## config.mk

```make
export PLATFORM = sky130hd
export DESIGN_NAME = hand_pair_tracker
export DESIGN_NICKNAME = d
export VERILOG_FILES = /design/src/rtl/hand_pair_tracker.sv
export SDC_FILE = /design/constraint.sdc
export NUM_CORES = 1
export LEC_CHECK = 0
export BUFFER_PORTS_ARGS = -buffer_cell sky130_fd_sc_hd__buf_2
export CAP_MARGIN = 15
export CORE_MARGIN = 3
export CORE_UTILIZATION = 65
export CTS_BUF_LIST = sky130_fd_sc_hd__clkbuf_2 sky130_fd_sc_hd__clkbuf_4 sky130_fd_sc_hd__clkbuf_8
export CTS_CLUSTER_SIZE = 8
export DETAILED_ROUTE_END_ITERATION = 12
export GPL_ROUTABILITY_DRIVEN = 0
export GPL_TIMING_DRIVEN = 0
export PLACE_DENSITY_LB_ADDON = 0.12
export SYNTH_ARGS = -nofsm -noshare
export SYNTH_HDL_FRONTEND = slang
export SYNTH_SLANG_ARGS = --single-unit
```

## constraint.sdc

```tcl
create_clock -name clock -period 13.79 [get_ports clock]
set_input_delay 1.379 -clock clock [delete_from_list [all_inputs] [get_ports clock]]
set_output_delay 1.379 -clock clock [all_outputs]
set_load 0.02 [all_outputs]
```

## src/rtl/hand_pair_tracker.sv

```systemverilog
// rtl/hand_pair_tracker.sv - two-stage left/right hand assignment with swap hysteresis, hold-over and smoothing
module hand_pair_tracker #(
  parameter int W            = 16,
  parameter int X_MID        = 320,
  parameter int DEAD_Y       = 320,
  parameter int SWAP_HYST    = 16,
  parameter int HOLD_FRAMES  = 4,
  parameter int SMOOTH_SHIFT = 0
) (
  input  logic         clock,
  input  logic         reset_n,
  input  logic         in_valid,
  input  logic [W-1:0] x1,
  input  logic [W-1:0] y1,
  input  logic [W-1:0] z1,
  input  logic [W-1:0] x2,
  input  logic [W-1:0] y2,
  input  logic [W-1:0] z2,
  input  logic         present1,
  input  logic         present2,
  output logic         out_valid,
  output logic [W-1:0] left_x,
  output logic [W-1:0] left_y,
  output logic [W-1:0] left_z,
  output logic [W-1:0] right_x,
  output logic [W-1:0] right_y,
  output logic [W-1:0] right_z,
  output logic         left_ok,
  output logic         right_ok,
  output logic         swapped
);

  localparam int CW = $clog2(HOLD_FRAMES + 2);
  localparam logic [CW-1:0] CNT_SAT = CW'(HOLD_FRAMES + 1);
  localparam logic [CW-1:0] CNT_OK  = CW'(HOLD_FRAMES);

  // tracking state
  logic          swap_r, prior_r;
  logic [CW-1:0] lcnt_r, rcnt_r;

  // stage-1 pipeline registers
  logic          s1_valid, s1_lp, s1_rp, s1_lok, s1_rok, s1_swap;
  logic [W-1:0]  s1_lx, s1_ly, s1_lz, s1_rx, s1_ry, s1_rz;

  // stage-1 combinational results
  logic          raw_swap, dead1, dead2;
  logic [W:0]    dx, adx;
  logic [W-1:0]  ya, yb;
  logic          swap_n, prior_n, lp, rp, lok_n, rok_n;
  logic [CW-1:0] lcnt_n, rcnt_n;
  logic [W-1:0]  lx, ly, lz, rx, ry, rz;

  always_comb begin
    raw_swap = x1 > x2;
    dx       = {1'b0, x1} - {1'b0, x2};
    adx      = dx[W] ? (~dx + 1'b1) : dx;
    dead1    = y1 >= W'(DEAD_Y);
    dead2    = y2 >= W'(DEAD_Y);
    ya       = y1;
    yb       = y2;
    swap_n   = swap_r;
    prior_n  = prior_r;
    lp       = 1'b0;
    rp       = 1'b0;
    lx = '0; ly = '0; lz = '0;
    rx = '0; ry = '0; rz = '0;

    if (present1 && present2) begin
      if (!prior_r)
        swap_n = raw_swap;
      else if ((raw_swap != swap_r) && (adx > (W+1)'(SWAP_HYST)))
        swap_n = raw_swap;
      prior_n = 1'b1;
      // a single hand low in the frame borrows its partner's height
      if (dead1 && !dead2)
        ya = y2;
      else if (dead2 && !dead1)
        yb = y1;
      lp = 1'b1;
      rp = 1'b1;
      if (swap_n) begin
        lx = x2; ly = yb; lz = z2;
        rx = x1; ry = ya; rz = z1;
      end else begin
        lx = x1; ly = ya; lz = z1;
        rx = x2; ry = yb; rz = z2;
      end
    end else if (present1) begin
      if (x1 < W'(X_MID)) begin
        lp = 1'b1; lx = x1; ly = y1; lz = z1;
      end else begin
        rp = 1'b1; rx = x1; ry = y1; rz = z1;
      end
    end else if (present2) begin
      if (x2 < W'(X_MID)) begin
        lp = 1'b1; lx = x2; ly = y2; lz = z2;
      end else begin
        rp = 1'b1; rx = x2; ry = y2; rz = z2;
      end
    end

    lcnt_n = lp ? '0 : ((lcnt_r == CNT_SAT) ? CNT_SAT : lcnt_r + 1'b1);
    rcnt_n = rp ? '0 : ((rcnt_r == CNT_SAT) ? CNT_SAT : rcnt_r + 1'b1);
    lok_n  = lcnt_n <= CNT_OK;
    rok_n  = rcnt_n <= CNT_OK;
    if (!lok_n && !rok_n)
      prior_n = 1'b0;
  end

  // sides start out lost so ok stays low until a hand is actually seen
  always_ff @(posedge clock) begin
    if (!reset_n) begin
      swap_r   <= 1'b0;
      prior_r  <= 1'b0;
      lcnt_r   <= CNT_SAT;
      rcnt_r   <= CNT_SAT;
      s1_valid <= 1'b0;
      s1_lp    <= 1'b0;
      s1_rp    <= 1'b0;
      s1_lok   <= 1'b0;
      s1_rok   <= 1'b0;
      s1_swap  <= 1'b0;
      s1_lx <= '0; s1_ly <= '0; s1_lz <= '0;
      s1_rx <= '0; s1_ry <= '0; s1_rz <= '0;
    end else begin
      s1_valid <= in_valid;
      if (in_valid) begin
        swap_r  <= swap_n;
        prior_r <= prior_n;
        lcnt_r  <= lcnt_n;
        rcnt_r  <= rcnt_n;
        s1_lp   <= lp;
        s1_rp   <= rp;
        s1_lok  <= lok_n;
        s1_rok  <= rok_n;
        s1_swap <= swap_n;
        s1_lx <= lx; s1_ly <= ly; s1_lz <= lz;
        s1_rx <= rx; s1_ry <= ry; s1_rz <= rz;
      end
    end
  end

  function automatic logic [W-1:0] smooth(input logic [W-1:0] cur, input logic [W-1:0] nw);
    logic signed [W:0] d;
    d = $signed({1'b0, nw}) - $signed({1'b0, cur});
    d = d >>> SMOOTH_SHIFT;
    return cur + d[W-1:0];
  endfunction

  // a side that was not ok on the previous update reloads instead of filtering
  always_ff @(posedge clock) begin
    if (!reset_n) begin
      out_valid <= 1'b0;
      left_ok   <= 1'b0;
      right_ok  <= 1'b0;
      swapped   <= 1'b0;
      left_x  <= '0; left_y  <= '0; left_z  <= '0;
      right_x <= '0; right_y <= '0; right_z <= '0;
    end else begin
      out_valid <= s1_valid;
      if (s1_valid) begin
        left_ok  <= s1_lok;
        right_ok <= s1_rok;
        swapped  <= s1_swap;
        if (s1_lp) begin
          left_x <= left_ok ? smooth(left_x, s1_lx) : s1_lx;
          left_y <= left_ok ? smooth(left_y, s1_ly) : s1_ly;
          left_z <= left_ok ? smooth(left_z, s1_lz) : s1_lz;
        end
        if (s1_rp) begin
          right_x <= right_ok ? smooth(right_x, s1_rx) : s1_rx;
          right_y <= right_ok ? smooth(right_y, s1_ry) : s1_ry;
          right_z <= right_ok ? smooth(right_z, s1_rz) : s1_rz;
        end
      end
    end
  end

endmodule
```

; Word level (Yosys, flattened, before mapping)
; Index checks and enable logic that the tools add are counted.
; Widths: inputs -> output; s select.
[word_totals]
register_bits = 209
latch_bits = 0
mem_bits_rw = 0
rom_bits = 0
out_inout_bits = 100
elab_cells = 133
n_memories = 0
[classes]
addsub = 16
mul = 0
div = 0
order_cmp = 8
n_eq_ne = 3
n_shift = 0
mux = 66
bitwise = 1
reduce_logical = 14
[op_table]
columns = operator, count
row1 = $mux 16, 45
row2 = $add 16x16->16, 6
row3 = $sub 16x16->16, 6
row4 = $ge 16x9->1 const B, 2
row5 = $lt 16x9->1 const B, 2
row6 = $add 17x1->17 const B, 1
row7 = $gt 17x5->1 const B, 1
row8 = $mux 17, 1
row9 = $not 17->17, 1
row10 = $sub 16x16->17, 1
row11 = $gt 16x16->1, 1
row12 = $mux 1, 16
row13 = $mux 3, 4
row14 = $reduce_and 2->1, 4
row15 = $add 3x1->3 const B, 2
row16 = $eq 3x3->1 const B, 2
row17 = $le 3x3->1 const B, 2
row18 = $logic_and 1x1->1, 5
row19 = $logic_not 1->1, 4
row20 = $reduce_bool 2->1, 1
row21 = $ne 1x1->1, 1

; Longest topological paths before layout
; Gate-level depths: netlist of run 1.
[depth]
ltp_word = 11
ltp_mapped = 18

; Worst setup path before layout of run 1
; Ideal clock, no wire load.
[synth_path]
path_kind = input -> register
startpoint = input port x1[0]
endpoint = register s1_lx[0]
setup_ps = 122
arrival_ps = 5444
required_ps = 13668
setup_slack_ps = 8224
cell_stages = 17
n_path_buf = 1
path_cell_list = inv_1 > ha_1 > fa_1 > nand2b_1 > a21o_1 > a21boi_2 > a221oi_2 > and2b_1 > nand4_2 > o41ai_2 > nor2_1 > or4b_4 > nor2_8 > mux2_2 > a21o_1 > buf_2 > a221o_1
[synth_between]
elab_chain_cells = 11
elab_cells_between_ends = 16
classes_between = 2 x add/sub / 3 x order compare / 1 x eq/ne / 8 x mux / 1 x bitwise / 1 x reduce/logical
[synth_rtl]
columns = item, line_no
row1 = start: declaration, 13  ; input logic [W-1:0] x1,
row2 = $sub 16x16->17, 55  ; dx = {1'b0, x1} - {1'b0, x2};
row3 = $not 17->17, 56  ; adx = dx[W] ? (~dx + 1'b1) : dx;
row4 = $add 17x1->17, 56
row5 = $mux 17, 56
row6 = $gt 17x5->1, 71  ; else if ((raw_swap != swap_r) && (adx > (W+1)'(SWAP_HYST)))
row7 = $logic_and 1x1->1, 71
row8 = $mux 1, 71
row9 = $mux 1, 69  ; if (!prior_r)
row10 = $mux 1, 68  ; if (present1 && present2) begin
row11 = $mux 16, 81  ; if (swap_n) begin
row12 = $mux 16 *, 68
row13 = end signal: assignment, 137  ; s1_lx <= lx; s1_ly <= ly; s1_lz <= lz;
row14 = end: declaration, 43  ; logic [W-1:0] s1_lx, s1_ly, s1_lz, s1_rx, s1_ry, s1_rz;
; Mark *: on every way between the ends. The rest lies on a longest branch, timed or not. The select of a mux whose other input is x is not followed.
; A chain may end at the register's enable or synchronous reset.

; Final worst setup path of run 1
[layout_path]
startpoint = input port x1[0]
endpoint = register s1_rx[8]
[layout_between]
elab_chain_cells = 11
elab_cells_between_ends = 16
classes_between = 2 x add/sub / 3 x order compare / 1 x eq/ne / 8 x mux / 1 x bitwise / 1 x reduce/logical
[layout_rtl]
columns = item, line_no
row1 = $sub 16x16->17, 55
row2 = $not 17->17, 56
row3 = $add 17x1->17, 56
row4 = $mux 17, 56
row5 = $gt 17x5->1, 71
row6 = $logic_and 1x1->1, 71
row7 = $mux 1, 71
row8 = $mux 1, 69
row9 = $mux 1, 68
row10 = $mux 16, 81
row11 = $mux 16 *, 68
row12 = end signal: assignment, 138  ; s1_rx <= rx; s1_ry <= ry; s1_rz <= rz;
row13 = end: declaration, 43
; Marked as above.

==> results.py, run 1 <==
metrics = {
    "run_status": {
        "status": "completed",
    },
    "sta": {
        "period_share_pct": 46.85,
        "fmax_ghz": 0.1548,
        "setup_ws_ns": 7.329,
        "fin_tns_setup_ns": 0,
        "clock_skew_ns": 0.02652,
        "final-setup-viol-count": 0,
        "worst_pin_slew_ns": 1.128,
        "timing.final.hold_violations": 0,
        "fin_crit_ns": 6.461,
        "rsz0062_at_grt": "false",
        "slew_viol_final": 0,
        "maxSlewHeadroom_pct": 24.46,
    },
    "synthesis": {
        "synthArstFlopShare_pct": 0,
        "synth.area.top_cells": "dfxtp_1 28%, ha_1 9.8%, mux2i_1 5.5%",
        "syn-cell-area_sq_um": 15210,
        "synth_top_area_share_pct": 27.51,
        "ys.flop_type": "dfxtp_1",
        "synth.most_common_cell": "dfxtp_1",
        "syn_avg_cell_area_sq_um": 7.902,
        "yosysWarnings": 0,
        "synth_nets": 2146,
        "yosysUniqueCellTypes": 89,
        "synth_top_area_cell": "dfxtp_1",
        "seq_area_frac_synth_pct": 27.51,
        "synth_cells": 1925,
        "synthTopCellsByCount": "209 x dfxtp_1, 183 x nor2_1, 169 x inv_1, 146 x nand2_1, 119 x ha_1",
        "ys_ff_latch": 209,
        "synth_edf_count": 0,
    },
    "clock_tree": {
        "clkLatencyLatePin_ns": 0.56,
        "h-tree-depth": 2,
        "clockBufferDepth": 3,
        "cts_hold_buf": 0,
        "cts.sinks": 209,
        "clk_pin_slew_worst_paths_ns": 0.06,
        "cts_setup_buffers": 0,
        "root_buffer": "clkbuf_8",
        "cts_resized": 0,
        "cts_tree": "yes",
        "numCtsBuffers": 38,
    },
    "placed_design": {
        "dp_hpwl_mm": 39.48,
        "io_buffers": 199,
        "dp.cells": 2437,
        "post-place-ws_ns": 7.050,
    },
    "route": {
        "drt_iter0_markers": 1880,
        "post_drt_wl_per_cell_um": 20.37,
        "routed_via_density": 6.541,
        "postRouteAntennaNets": 0,
        "wl_mm": 51.14,
        "vias": 16420,
        "drc": 0,
        "drt_pass1_iterations": 8,
    },
    "power": {
        "cellPowerDensity_nw_per_um2": 105.9,
        "p_leak_nw": 7.340,
        "fin_total_pwr_mw": 1.841,
        "ir_drop_uv": 54.20,
    },
    "grt": {
        "grt_pass1_wl_mm": 79.77,
        "antenna_found_initial": 5,
        "gr-total-overflow": 0,
        "grt_usage_pct": 38.25,
        "grt_start_max_net_pins": 11,
        "grt_pass1_vias": 15560,
    },
    "setup_path": {
        "worst-setup-path-type": "primary input to flip-flop",
        "critical_path_arrival_ns": 6.86,
        "worstPathRequired_ns": 14.19,
        "crit_path_end_kind": "flip-flop",
        "crit_fanout": 10,
        "cp-start-kind": "primary input",
        "ff2ff_setup_slack_ns": 10.17,
    },
    "final_layout": {
        "area_growth_pct": 14.34,
        "finalNonFillerCells": 2510,
        "layout.nets": 2385,
        "drive_gt1_share_pct": 14.12,
        "fin_util_pct": 76.12,
        "fill_cells": 1834,
    },
    "run": {
        "cap_violations": 0,
    },
    "hold_path": {
        "min_path_type": "flip-flop to flip-flop",
    },
    "floorplanning": {
        "io_pins": 201,
        "fp.coreArea_sq_um": 22850,
        "die_y_um": 159.0,
        "placementRows": 55,
        "die_area_sq_um": 25270,
        "die_w_um": 159.0,
        "initial_utilization_pct": 66.58,
    },
}
[critical path, stage by stage]
cell and delay (ns):
buf_2 0.11, inv_1 0.12, ha_1 0.25, fa_1 0.41
nand2b_1 0.22, a21o_1 0.26, a21boi_2 0.26, o21ai_0 0.15
o21ai_0 0.63, and4b_1 0.32, a31o_2 0.10, nand4b_1 0.10
nand4b_1 0.44, nor2_8 0.34, mux2_2 0.47, a22oi_1 0.53
clkbuf_1 0.56, o221ai_1 0.19
[cells by family after synthesis]
| kind of cell | count (synthesis) | share of synthesized area [%] |
|---|---|---|
| buffers and inverters | 278 | 7.082 |
| AO/OA/AOI/OAI | 574 | 26.97 |
| XOR/XNOR | 81 | 4.713 |
| multiplexers | 90 | 6.071 |
| flip-flops | 209 | 27.51 |
| adder cells (fa/ha/maj) | 120 | 9.920 |
| AND/OR/NAND/NOR | 573 | 17.73 |
[stage by stage]
stage,hold slack (ns),cell area [sq um]
after floorplan,0.4446,15210
after global placement,0.4747,16600
after detailed placement,0.4725,16600
after CTS,0.4854,17370
after global routing,0.5000,17380
final,0.4904,17390
[final timing paths]
path / start / endpoint / cells after the start
setup / recovery: x1[0] / s1_rx[8] / 18
setup reg to reg: prior_r / s1_rx[8] / 10
hold / removal: s1_rx[14] / right_x[14] / 2
hold reg to reg: s1_rx[14] / right_x[14] / 2
[routing by layer]
layer,vias up,GRT usage [%],share of wire [%]
met3,256,7.778,11
met1,7586,46.91,38
met2,1064,62.90,45
met4,2,21.69,6.6
li1,7510,-,-
met5,-,0,0.025
[registers in the layout, summed over array words and instances, names as in the netlist, 3 cells and up]
register / count
s1_ly: 16
s1_rz: 16
right_y: 16
rcnt_r: 3
left_y: 16
s1_lz: 16
right_z: 16
lcnt_r: 3
s1_rx: 16
right_x: 16
s1_ry: 16
left_z: 16
left_x: 16
s1_lx: 16
[cell usage in the layout (no fill, tap or decap), drive strengths merged, types with 55 or more instances in the layout]
master / n
a211oi: 80
a21o: 55
a21oi: 102
buf: 217
clkbuf: 149
dfxtp: 209
ha: 119
inv: 171
mux2i: 85
nand2: 146
nor2: 185
nor3: 80
o21ai: 105
[cell type report]
| type | instances | area, sq um | share of cell area [%] |
|---|---|---|---|
| multi-input cells | 1438 | 9950 | 57.21 |
| flip-flops and latches | 209 | 4184 | 24.06 |
| repair buffers | 199 | 996.0 | 5.727 |
| clock buffers | 60 | 738.2 | 4.245 |
| inverters | 171 | 641.9 | 3.691 |
| plain buffers | 107 | 435.4 | 2.504 |
| well taps | 313 | 391.6 | 2.252 |
| clock inverters | 5 | 35.03 | 0.2014 |
| diodes | 8 | 20.02 | 0.1151 |
[where the power goes]
group	total [mW]	leakage [nW]	switching, mW	internal [mW]
combinational	0.565	5.22	0.335	0.230
sequential	0.661	1.70	0.0280	0.633
clock	0.615	0.412	0.275	0.340
Power figures use the tool's default switching activity.
==> run 2: changes to the inputs <==
--- a/config.mk
+++ b/config.mk
@@ -8,7 +8,7 @@
 export BUFFER_PORTS_ARGS = -buffer_cell sky130_fd_sc_hd__buf_2
 export CAP_MARGIN = 15
 export CORE_MARGIN = 3
-export CORE_UTILIZATION = 65
+export CORE_UTILIZATION = 55
 export CTS_BUF_LIST = sky130_fd_sc_hd__clkbuf_2 sky130_fd_sc_hd__clkbuf_4 sky130_fd_sc_hd__clkbuf_8
 export CTS_CLUSTER_SIZE = 8
 export DETAILED_ROUTE_END_ITERATION = 12
==> constraint.sdc (replaced) <==
create_clock -name clock -period 5.4 [get_ports clock]
set_input_delay 0.54 -clock clock [delete_from_list [all_inputs] [get_ports clock]]
set_output_delay 0.54 -clock clock [all_outputs]
set_load 0.02 [all_outputs]
==> results.py, run 2 (synthesized netlist as in run 1, its figures left out) <==
metrics = {
    "sta": {
        "clock_skew_ns": 0.02991,
        "fmax_ghz": 0.1906,
        "worst_pin_slew_ns": 1.039,
        "rsz0062_at_grt": "false",
        "fin_tns_setup_ns": 0,
        "setup_ws_ns": 0.1525,
        "period_share_pct": 97.18,
        "fin_crit_ns": 5.248,
        "maxSlewHeadroom_pct": 30.22,
        "final-setup-viol-count": 0,
        "slew_viol_final": 0,
        "timing.final.hold_violations": 0,
    },
    "floorplanning": {
        "die_w_um": 172.3,
        "die_area_sq_um": 29690,
        "placementRows": 60,
        "initial_utilization_pct": 56.13,
        "fp.coreArea_sq_um": 27100,
        "io_pins": 201,
        "die_y_um": 172.3,
    },
    "setup_path": {
        "ff2ff_setup_slack_ns": 1.81,
        "worst-setup-path-type": "primary input to flip-flop",
        "crit_path_end_kind": "flip-flop",
        "crit_fanout": 10,
        "cp-start-kind": "primary input",
        "critical_path_arrival_ns": 5.65,
        "worstPathRequired_ns": 5.80,
    },
    "clock_tree": {
        "clkLatencyLatePin_ns": 0.56,
        "cts_hold_buf": 0,
        "cts_setup_buffers": 0,
        "clk_pin_slew_worst_paths_ns": 0.06,
        "cts_resized": 0,
        "clockBufferDepth": 3,
        "h-tree-depth": 2,
        "numCtsBuffers": 38,
        "cts.sinks": 209,
        "cts_tree": "yes",
        "root_buffer": "clkbuf_8",
    },
    "final_layout": {
        "multi_input_area_sq_um": 9960,
        "drive_gt1_share_pct": 14.38,
        "register_area_sq_um": 4184,
        "final_common_cell": "dfxtp_1",
        "final_cell_mix": "209 x dfxtp_1, 208 x buf_2, 183 x nor2_1",
        "fill_cells": 2414,
        "layout.nets": 2385,
        "area_growth_pct": 15.29,
    },
    "power": {
        "netSwitchingFraction_pct": 33.85,
        "internal_power_mw": 3.178,
        "clockPowerShare_pct": 35.0,
        "ir_drop_uv": 132.0,
        "p_switching_mw": 1.626,
        "p_leak_nw": 7.377,
        "cellPowerDensity_nw_per_um2": 273.9,
        "seqPwrFrac_pct": 35.1,
        "pwr-share-comb_pct": 29.8,
    },
    "route": {
        "wl_mm": 51.33,
        "post_drt_wl_per_cell_um": 19.99,
        "routed_via_density": 6.192,
        "postRouteAntennaNets": 0,
        "drt_iter0_markers": 1446,
        "drc": 0,
        "drt_pass1_iterations": 6,
        "vias": 15900,
    },
    "grt": {
        "grt_pass1_vias": 14690,
        "antenna_found_initial": 6,
        "grt_pass1_wl_mm": 77.53,
        "grt_start_max_net_pins": 11,
        "grt_usage_pct": 32.85,
        "gr-total-overflow": 0,
    },
    "run": {
        "cap_violations": 0,
    },
    "run_status": {
        "status": "completed",
    },
    "hold_path": {
        "min_path_type": "primary input to flip-flop",
    },
    "placed_design": {
        "post-place-ws_ns": -0.4223,
        "io_buffers": 199,
        "dp_hpwl_mm": 40.21,
    },
}
run 2: cell types whose count changed in the layout (fill, tap and decap cells not counted), moves of 2 or more:
| cell | change |
|---|---|
| clkbuf_2 | +2 |
| a211oi_2 | +2 |
| clkbuf_1 | -2 |
| bufinv_16 | +2 |
| a211oi_1 | -2 |
| diode_2 | -3 |
run 2: final timing paths:
path	from	to	cells past startpoint
max	x1[0]	s1_rz[14]	18
min	z1[6]	s1_lz[6]	2
max reg2reg	left_x[0]	left_x[15]	16
min reg2reg	right_z[7]	right_z[7]	2
run 2: power groups by stage:
stage          Combinational, mW  Sequential [mW]  Clock (mW)
6_report                    1.43             1.69        1.68
5_1_grt                     1.58             1.69        1.76
4_1_cts                     1.41             1.69        1.70
3_5_place_dp                1.39             1.72           0
3_3_place_gp                1.37             1.72           0
2_1_floorplan               1.03             1.72           0
run 2: per-layer routing:
metal	vias up	global-route usage [%]	share of wire, %
li1	7509	-	-
met1	7435	41.90	41
met2	773	53.39	45
met3	180	5.373	8.8
met4	4	17.42	5.9
met5	-	0	0.053
run 2: area by class of cell:
| cell class | count | share of cell area (%) |
|---|---|---|
| Antenna cell | 5 | 0.07135 |
| Buffer | 107 | 2.497 |
| Clock buffer | 60 | 4.245 |
| Clock inverter | 7 | 0.5422 |
| Inverter | 171 | 3.660 |
| Multi-Input combinational cell | 1438 | 56.79 |
| Sequential cell | 209 | 23.86 |
| Tap cell | 372 | 2.654 |
| Timing Repair Buffer | 199 | 5.679 |
run 2: worst max-delay path, cell delays in order:
cell,delay (ns)
buf_2,0.12
inv_1,0.08
ha_1,0.26
fa_1,0.43
nand2b_1,0.23
a21oi_1,0.28
o21ai_0,0.15
a221oi_2,0.54
and2b_1,0.29
nand4_2,0.17
o311ai_0,0.15
o21a_1,0.15
or4b_4,0.59
nor2_8,0.21
mux2_2,0.47
a22oi_1,0.47
clkbuf_2,0.36
o221ai_1,0.15
run 2: metrics by stage:
step | hold slack (ns) | cell area [sq um] | utilization, % | std cells | total power [mW]
4_1_cts | 0.2173 | 17510 | 64.62 | 2563 | 4.793
3_5_place_dp | 0.4758 | 16670 | 61.52 | 2496 | 3.113
3_3_place_gp | 0.4699 | 16670 | 61.52 | 2496 | 3.083
5_1_grt | 0.2249 | 17530 | 64.69 | 2566 | 5.030
6_report | 0.2397 | 17540 | 64.71 | 2568 | 4.804
2_1_floorplan | 0.4446 | 15210 | - | 1925 | 2.753
